===== src/rtl/input_pkt_defs_pkg.sv =====
// Shared definitions for the input-event packetiser: framing constants,
// FSM state encoding and a byte-select helper for 64-bit event words.
package input_pkt_defs_pkg;

    localparam logic [7:0] PKT_MAGIC = 8'hE1;
    localparam int         HDR_LEN   = 2;
    localparam int         EVT_BYTES = 8;

    typedef enum logic [3:0] {
        ST_IDLE,
        ST_HDR0,
        ST_HDR1,
        ST_POP,
        ST_LAT,
        ST_EVT,
        ST_GAP,
        ST_TRL,
        ST_CHK
    } state_t;

    // Returns byte idx of an event word, where idx 7 is bits [63:56].
    function automatic logic [7:0] evt_byte(input logic [63:0] word, input logic [2:0] idx);
        logic [63:0] shifted;
        shifted = word >> {idx, 3'b000};
        return shifted[7:0];
    endfunction

endpackage


===== src/rtl/tx_byte_reg.sv =====
// One-deep output register for the byte stream. A loaded byte is held on
// tx_d/valid/last until the sink accepts it; accept_out tells the FSM the
// handshake completed this cycle so it may load the next byte.
module tx_byte_reg (
    input  logic       clk,
    input  logic       rst,
    input  logic       load_in,
    input  logic [7:0] d_in,
    input  logic       last_in,
    input  logic       ready_in,
    output logic [7:0] tx_d_out,
    output logic       tx_valid_out,
    output logic       tx_last_out,
    output logic       accept_out
);

    logic [7:0] d_q, d_d;
    logic       valid_q, valid_d;
    logic       last_q, last_d;

    assign accept_out   = valid_q & ready_in;
    assign tx_d_out     = d_q;
    assign tx_valid_out = valid_q;
    assign tx_last_out  = last_q;

    // Load a new byte on request, otherwise drop valid once the byte is taken.
    always_comb begin
        d_d     = d_q;
        valid_d = valid_q;
        last_d  = last_q;
        if (load_in) begin
            d_d     = d_in;
            valid_d = 1'b1;
            last_d  = last_in;
        end else if (accept_out) begin
            valid_d = 1'b0;
            last_d  = 1'b0;
        end
    end

    // Output register with asynchronous clear.
    always_ff @(posedge clk or posedge rst) begin
        if (rst) begin
            d_q     <= 8'h00;
            valid_q <= 1'b0;
            last_q  <= 1'b0;
        end else begin
            d_q     <= d_d;
            valid_q <= valid_d;
            last_q  <= last_d;
        end
    end

endmodule


===== src/rtl/input_pkt_tx.sv =====
// Input-event packetiser: pops 64-bit event words from the input FIFO and
// streams them as packets (magic, seq, 8 bytes per event, trailer=count).
// A packet closes when MAX_EVENTS are in it or after TIMEOUT idle cycles.
// Optional macro INPUT_PKT_CHK_EN appends an XOR checksum byte that carries
// tx_last_out instead of the trailer.
module input_pkt_tx
    import input_pkt_defs_pkg::*;
#(
    parameter int MAX_EVENTS = 8,
    parameter int TIMEOUT    = 50000
) (
    input  logic        clk,
    input  logic        rst,
    output logic        rd_en_out,
    input  logic [63:0] rd_d_in,
    input  logic        rd_empty_in,
    output logic [7:0]  tx_d_out,
    output logic        tx_valid_out,
    output logic        tx_last_out,
    input  logic        tx_ready_in,
    output logic [7:0]  seq_out
);

    localparam logic [7:0]  MAX_CNT    = 8'(MAX_EVENTS);
    localparam logic [31:0] TIMER_LAST = 32'(TIMEOUT - 1);
`ifdef INPUT_PKT_CHK_EN
    localparam logic        TRL_LAST   = 1'b0;
`else
    localparam logic        TRL_LAST   = 1'b1;
`endif

    state_t      state_q, state_d;
    logic [7:0]  seq_q, seq_d;
    logic [7:0]  count_q, count_d;
    logic [31:0] timer_q, timer_d;
    logic [63:0] evt_q, evt_d;
    logic [2:0]  rem_q, rem_d;
`ifdef INPUT_PKT_CHK_EN
    logic [7:0]  chk_q, chk_d;
`endif

    logic        load;
    logic [7:0]  load_byte;
    logic        load_last;
    logic        accept;
    logic        go_trl;

    assign seq_out = seq_q;

    tx_byte_reg u_tx_byte_reg (
        .clk          (clk),
        .rst          (rst),
        .load_in      (load),
        .d_in         (load_byte),
        .last_in      (load_last),
        .ready_in     (tx_ready_in),
        .tx_d_out     (tx_d_out),
        .tx_valid_out (tx_valid_out),
        .tx_last_out  (tx_last_out),
        .accept_out   (accept)
    );

    // Next-state logic: each sending state moves on only after its byte is accepted.
    always_comb begin
        state_d   = state_q;
        seq_d     = seq_q;
        count_d   = count_q;
        timer_d   = timer_q;
        evt_d     = evt_q;
        rem_d     = rem_q;
        load      = 1'b0;
        load_byte = 8'h00;
        load_last = 1'b0;
        rd_en_out = 1'b0;
        go_trl    = 1'b0;
`ifdef INPUT_PKT_CHK_EN
        chk_d     = chk_q;
`endif
        case (state_q)
            ST_IDLE: begin
                if (!rd_empty_in) begin
                    load      = 1'b1;
                    load_byte = PKT_MAGIC;
                    state_d   = ST_HDR0;
                end
            end
            ST_HDR0: begin
                if (accept) begin
                    load      = 1'b1;
                    load_byte = seq_q;
                    state_d   = ST_HDR1;
                end
            end
            ST_HDR1: begin
                if (accept) begin
                    state_d = ST_POP;
                end
            end
            ST_POP: begin
                if (!rd_empty_in) begin
                    rd_en_out = 1'b1;
                    state_d   = ST_LAT;
                end
            end
            ST_LAT: begin
                evt_d     = rd_d_in;
                load      = 1'b1;
                load_byte = rd_d_in[63:56];
                rem_d     = 3'(EVT_BYTES - 1);
                state_d   = ST_EVT;
            end
            ST_EVT: begin
                if (accept) begin
                    if (rem_q == 3'd0) begin
                        count_d = count_q + 8'd1;
                        timer_d = 32'd0;
                        state_d = ST_GAP;
                    end else begin
                        load      = 1'b1;
                        load_byte = evt_byte(evt_q, rem_q - 3'd1);
                        rem_d     = rem_q - 3'd1;
                    end
                end
            end
            ST_GAP: begin
                if (count_q == MAX_CNT) begin
                    go_trl = 1'b1;
                end else if (!rd_empty_in) begin
                    timer_d = 32'd0;
                    state_d = ST_POP;
                end else if (timer_q == TIMER_LAST) begin
                    go_trl = 1'b1;
                end else begin
                    timer_d = timer_q + 32'd1;
                end
                if (go_trl) begin
                    load      = 1'b1;
                    load_byte = count_q;
                    load_last = TRL_LAST;
                    state_d   = ST_TRL;
                end
            end
            ST_TRL: begin
                if (accept) begin
`ifdef INPUT_PKT_CHK_EN
                    load      = 1'b1;
                    load_byte = chk_q;
                    load_last = 1'b1;
                    state_d   = ST_CHK;
`else
                    seq_d   = seq_q + 8'd1;
                    count_d = 8'd0;
                    state_d = ST_IDLE;
`endif
                end
            end
`ifdef INPUT_PKT_CHK_EN
            ST_CHK: begin
                if (accept) begin
                    seq_d   = seq_q + 8'd1;
                    count_d = 8'd0;
                    state_d = ST_IDLE;
                end
            end
`endif
            default: begin
                state_d = ST_IDLE;
            end
        endcase
`ifdef INPUT_PKT_CHK_EN
        if (load && (state_q != ST_TRL)) begin
            chk_d = (state_q == ST_IDLE) ? load_byte : (chk_q ^ load_byte);
        end
`endif
    end

    // State, counters and captured event word with asynchronous clear.
    always_ff @(posedge clk or posedge rst) begin
        if (rst) begin
            state_q <= ST_IDLE;
            seq_q   <= 8'h00;
            count_q <= 8'h00;
            timer_q <= 32'd0;
            evt_q   <= 64'd0;
            rem_q   <= 3'd0;
`ifdef INPUT_PKT_CHK_EN
            chk_q   <= 8'h00;
`endif
        end else begin
            state_q <= state_d;
            seq_q   <= seq_d;
            count_q <= count_d;
            timer_q <= timer_d;
            evt_q   <= evt_d;
            rem_q   <= rem_d;
`ifdef INPUT_PKT_CHK_EN
            chk_q   <= chk_d;
`endif
        end
    end

endmodule

===== config.mk =====
export PLATFORM = sky130hd
export DESIGN_NAME = input_pkt_tx
export DESIGN_NICKNAME = d
export VERILOG_FILES = /design/src/rtl/input_pkt_defs_pkg.sv /design/src/rtl/tx_byte_reg.sv /design/src/rtl/input_pkt_tx.sv
export SDC_FILE = /design/constraint.sdc
export NUM_CORES = 1
export LEC_CHECK = 0
export CAP_MARGIN = 15
export CELL_PAD_IN_SITES_DETAIL_PLACEMENT = 1
export CELL_PAD_IN_SITES_GLOBAL_PLACEMENT = 1
export CORE_MARGIN = 2
export CORE_UTILIZATION = 45
export DETAILED_ROUTE_END_ITERATION = 16
export HOLD_SLACK_MARGIN = 0.06
export PLACE_DENSITY = 0.92
export SLEW_MARGIN = 5
export SYNTH_ARGS = -nofsm -noshare
export SYNTH_HDL_FRONTEND = slang
export SYNTH_SLANG_ARGS = --single-unit

===== constraint.sdc =====
create_clock -name clk -period 9.2 [get_ports clk]
set_clock_uncertainty 0.05 [all_clocks]
set_input_delay 0.92 -clock clk [delete_from_list [all_inputs] [get_ports clk]]
set_output_delay 0.92 -clock clk [all_outputs]
set_load 0.02 [all_outputs]

After elaboration in Yosys (flattened, before gate mapping)

Cells that the tools add are included.

Input bits: 68
Flip-flop bits (word level): 129
Word-level logic and storage cells: 92

Reductions and logical operators: 11
Bitwise logic cells: 1
Eq/ne operators: 21
Shifts and indexed selects: 1
$add $sub $neg: 4
Multiplexer cells: 45

Operator list:

| cell                                                                    | number |
|---|---|
| 32-bit two-way mux                                                      | 5 |
| 8-bit two-way mux                                                       | 8 |
| 32-bit one-hot mux with 2 select lines                                  | 1 |
| 64-bit by 6-bit right shift with 8-bit output                           | 1 |
| 4-bit two-way mux                                                       | 10 |
| 8-bit one-hot mux with 5 select lines                                   | 1 |
| 32-bit by 1-bit adder with 32-bit output, second input constant         | 1 |
| 32-bit by 16-bit equality test with 1-bit output, second input constant | 1 |
| 4-bit one-hot mux with 8 select lines                                   | 1 |
| 2-bit != test, second input constant                                    | 9 |
| 8-bit by 1-bit adder with 8-bit output, second input constant           | 2 |
| 4-bit by 3-bit equality test with 1-bit output, second input constant   | 4 |
| 8-bit one-hot mux with 2 select lines                                   | 1 |
| 1-bit two-way mux                                                       | 14 |
| 3-bit != test, second input constant                                    | 3 |
| 9-bit AND reduction                                                     | 1 |
| 4-bit by 2-bit equality test with 1-bit output, second input constant   | 2 |
| 8-bit by 4-bit equality test with 1-bit output, second input constant   | 1 |
| 2-bit nonzero test                                                      | 4 |
| 3-bit two-way mux                                                       | 2 |
| 3-bit one-hot mux with 2 select lines                                   | 1 |
| 1-bit one-hot mux with 5 select lines                                   | 1 |
| 5-bit AND reduction                                                     | 1 |
| 4-bit by 1-bit equality test with 1-bit output, second input constant   | 1 |
| other kinds (7)                                                         | 7 |

Longest topological paths before layout

Depth in word-level cells: 8
Gate-level depth with buffers: 10

Hierarchy

From an unflattened synthesis, not the netlist that was laid out.

Cell total of the unflattened synthesis: 709
Area, all modules: 6605.1 sq um

Modules (own cells, without submodules):

| module       | area an instance (sq um) | cells an instance | seq. area each (sq um) | instances |
|---|---|---|---|---|
| input_pkt_tx | 6183.4                   | 683               | 2952.8                 | 1 |
| tx_byte_reg  | 421.7                    | 26                | 250.2                  | 1 |

Worst setup path after synthesis

OpenSTA, ideal clock, no wires.

Path kind: input to register
Start: in tx_ready_in
End: reg timer_q[20]
Arrival time: 2.280 ns
Setup slack: 6.791 ns
Library setup time: 0.078 ns
Stages: 7
Cells stage by stage: nand2_1 -> nor2_1 -> a2bb2oi_4 -> or2_1 -> buf_4 -> or3_1 -> a21oi_1

Cells in the longest elaborated chain, start to end: 3

Ends and longest elaborated chain:

| what                                 | line                | source |
|---|---|---|
| start: declaration                   | input_pkt_tx.sv:20  | `input logic tx_ready_in,` |
| 1-bit bitwise AND                    | tx_byte_reg.sv:21   | `assign accept_out = valid_q & ready_in;` |
| 2-bit != test (no source line)       | -                   |  |
| 5-bit AND reduction (no source line) | -                   |  |
| end signal: assignment               | input_pkt_tx.sv:193 | `timer_q <= timer_d;` |
| end: declaration                     | input_pkt_tx.sv:35  | `logic [31:0] timer_q, timer_d;` |

No other way between the ends.
A chain may end at the register's enable or synchronous reset.

Worst setup path in the final report

Start: reg rem_q[0]
End: reg u_tx_byte_reg.d_q[7] (netlist: u_tx_byte_reg.tx_d_out[7])

Cells in the longest elaborated chain, start to end: 5
Elaborated cells on any way between the ends: 9
Those cells by class: add/sub (1); shift (1); mux (6); reduce/logical (1)

Ends and longest elaborated chain:

| what                                          | line                     | source |
|---|---|---|
| start: declaration                            | input_pkt_tx.sv:37       | `logic [2:0] rem_q, rem_d;` |
| start signal: assignment                      | input_pkt_tx.sv:195      | `rem_q <= rem_d;` |
| 3-bit by 1-bit subtractor with 3-bit output   | input_pkt_tx.sv:120      | `load_byte = evt_byte(evt_q, rem_q - 3'd1);` |
| 64-bit by 6-bit right shift with 8-bit output | input_pkt_defs_pkg.sv:24 | `shifted = word >> {idx, 3'b000};` |
| 8-bit two-way mux                             | input_pkt_tx.sv:114      | `if (rem_q == 3'd0) begin` |
| 8-bit two-way mux                             | input_pkt_tx.sv:113      | `if (accept) begin` |
| 8-bit one-hot mux with 5 select lines         | input_pkt_tx.sv:79       | `case (state_q)` |
| end signal: assignment                        | tx_byte_reg.sv:44        | `d_q <= 8'h00;` |
| end signal: assignment                        | tx_byte_reg.sv:48        | `d_q <= d_d;` |
| end: declaration                              | tx_byte_reg.sv:17        | `logic [7:0] d_q, d_d;` |

Parallel ways exist; a longest one is shown, timed or not.

==> flow_metrics.tcl <==
set metrics [dict create \
    hold_viol 0 \
    drv_cap 0 \
    critPathMaxFanout 23 \
    grt_setup_unrepaired "false" \
    cts_sinks 128 \
    final_cell_area_sq_um 8110 \
    track_usage_pct 31.3 \
    synth.top_cells.by_count "nand2_1 (224), dfrtp_1 (128), nor2_1 (51)" \
    portBuffers 86 \
    gp_congestion 0.882 \
    htreeDepth 4 \
    peakVddDrop_mv 0.177 \
    synth_flop_cell "dfrtp_1" \
    final.fill_count 1611 \
    maxSlewViolCount 0 \
    whs_ns 0.431 \
    drtPass1Iterations 8 \
    finalPower_mw 2.53 \
    die_area_sq_um 15400 \
    die_w_microns 124 \
    clkTransAtPathRegs_ns 0.06 \
    rows 43 \
    routed-via-count 6195 \
    synth-edff-count 0 \
    io_pins 87 \
    ys_top_cells_by_area "dfrtp_1 (49%), nand2_1 (13%), mux2i_1 (3.4%)" \
    worstPathArrival_ns 3.86 \
    core_sq_um 14000 \
    synth_area_sq_um 6500 \
    wl_per_cell_microns 23.3 \
    finalNetCount 882 \
    layout-drive-gt1-share_pct 5.60 \
    yosysMostFrequentCell "nand2_1" \
    post_cts_buffers 0 \
    power_density_nw_per_um2 312 \
    setup_viol 0 \
    dpl_cell_area_sq_um 7460 \
    p_leak_nw 3.59 \
    grt_pass1_vias 6531 \
    worst_setup_path_end_kind "flop" \
    ys_warn_count 0 \
    synthesis.nets 811 \
    overflow 0 \
    die_y_microns 124 \
    crit_type "reg -> reg" \
    drc 0 \
    wl_microns 23300 \
    antenna_left 0 \
    cts_buffers 17 \
    via_per_inst 6.19 \
    ys_seq_elements 128 \
    worst_setup_path_start_kind "flop" \
    areaGrowthSynthToFinish_pct 24.8 \
    place_hpwl_microns 14900 \
    worst_pin_slew_ns 1.02 \
    root_buffer "clkbuf_16" \
    antenna_found_initial 0 \
    fmax_mhz 275 \
    netlist_instances 737 \
    synth_top_area_share_pct 49.3 \
    drt_iter0_drc 618 \
    ctsResizeCount 0 \
    ys_async_sr_fraction_pct 100 \
    initial_utilization_pct 46.4 \
    synth_area_leader_cell "dfrtp_1" \
    insertedDiodeCount 0 \
    status "completed" \
    grt_first_pass_wirelength_microns 36200 \
    cts_tree "built" \
    hold_path.class "reg -> reg" \
    multi_input_area_sq_um 3100 \
    ys_types 56 \
    synth-seq-area-share_pct 49.3 \
    clk_path_buf_depth 2 \
    grt_max_degree 80 \
    min_period_over_period_pct 39.5 \
    layout_min_cycle_time_ns 3.63 \
    clkLatencyLatePin_ns 0.42 \
    hold_buffers 0 \
    required_ns 9.42 \
    tns_ns 0 \
    avgSynthCellArea_sq_um 8.82 \
    area.sequential_sq_um 3200 \
    relSlewSlack_pct 31.7 \
]
## sequential cells by signal (all words and copies together) (netlist names)
name,flops
evt_q,64
timer_q,32
count_q,8
seq_out,8
u_tx_byte_reg.tx_d_out,8
rem_q,3
state_q,3
u_tx_byte_reg.tx_last_out,1
u_tx_byte_reg.tx_valid_out,1
## where the power goes
part / switching [mW] / internal (mW)
clock network: 0.258 / 0.494
logic: 0.513 / 0.322
registers: 0.181 / 0.761
total: 0.952 / 1.58
## area by class of cell
type / count / share of cell area, %
flip-flops and latches: 128 / 39.5
well taps: 180 / 2.78
repair buffers: 91 / 11.1
multi-input cells: 561 / 38.2
inverters: 9 / 0.448
clock inverters: 10 / 2.25
clock buffers: 22 / 5.73
## placed cells by master (no fill, tap or decap), drive strengths merged, types with 4 or more instances in the layout
cell type	count
xor2	9
a2111oi	7
a221o	5
nor3	11
ha	6
nand2b	4
xnor2	14
nand4	20
a31oi	6
nand2	224
nor2	51
o21ai	44
mux2i	22
nand3b	4
inv	9
buf	5
nor4	9
or3	6
o31ai	7
nor2b	9
a221oi	12
and3	6
bufinv	5
clkbuf	22
clkdlybuf4s50	86
a21oi	33
nand3	16
dfrtp	128
## path summary, 6_finish.rpt
check | startpoint | end | slack, ns | cells past startpoint
worst max-delay path | rem_q[0] | u_tx_byte_reg.tx_d_out[7] | 5.57 | 7
worst min-delay path | evt_q[38] | evt_q[38] | 0.43 | 2
worst max register to register | rem_q[0] | u_tx_byte_reg.tx_d_out[7] | 5.57 | 7
worst min register to register | evt_q[38] | evt_q[38] | 0.43 | 2
max in group asynchronous | rst | evt_q[58] | 6.82 | 3
min in group asynchronous | rst | evt_q[6] | 1.04 | 2
## worst max-delay path, stage by stage, from the launching register on
cell and delay (ns):
dfrtp_1 0.71, inv_1 0.19, ha_1 0.96, buf_4 0.44
mux2i_1 0.29, a221oi_1 0.18, a221oi_1 0.49, a21oi_1 0.14
## cells by family (layout without fill, tap and decap cells)
kind of cell	after synthesis	in the layout	synth area share, %
flops	128	128	49.3
buf+inv	48	132	3.16
xor+xnor	23	23	3.10
compound gates	132	132	13.2
mux	25	25	4.26
fa+ha+maj	6	6	1.16
simple gates	375	375	25.8
## per-layer routing
metal	GRT usage (%)	wire, microns	up-vias
met5	0	0	-
met4	14.4	919	0
met3	6.82	1550	86
met2	52.7	11500	307
met1	38.4	9310	3095
li1	-	-	2707
## stage by stage
step                      util [%]  instances  setup slack, ns
after floorplan                  -        737             4.82
after global placement        53.3        969             5.54
after detailed placement      53.3        969             5.33
after CTS                     57.9       1001             5.62
after global routing          58.0       1001             5.36
final                         58.0       1001             5.57
(Power assumes the default switching activity.)
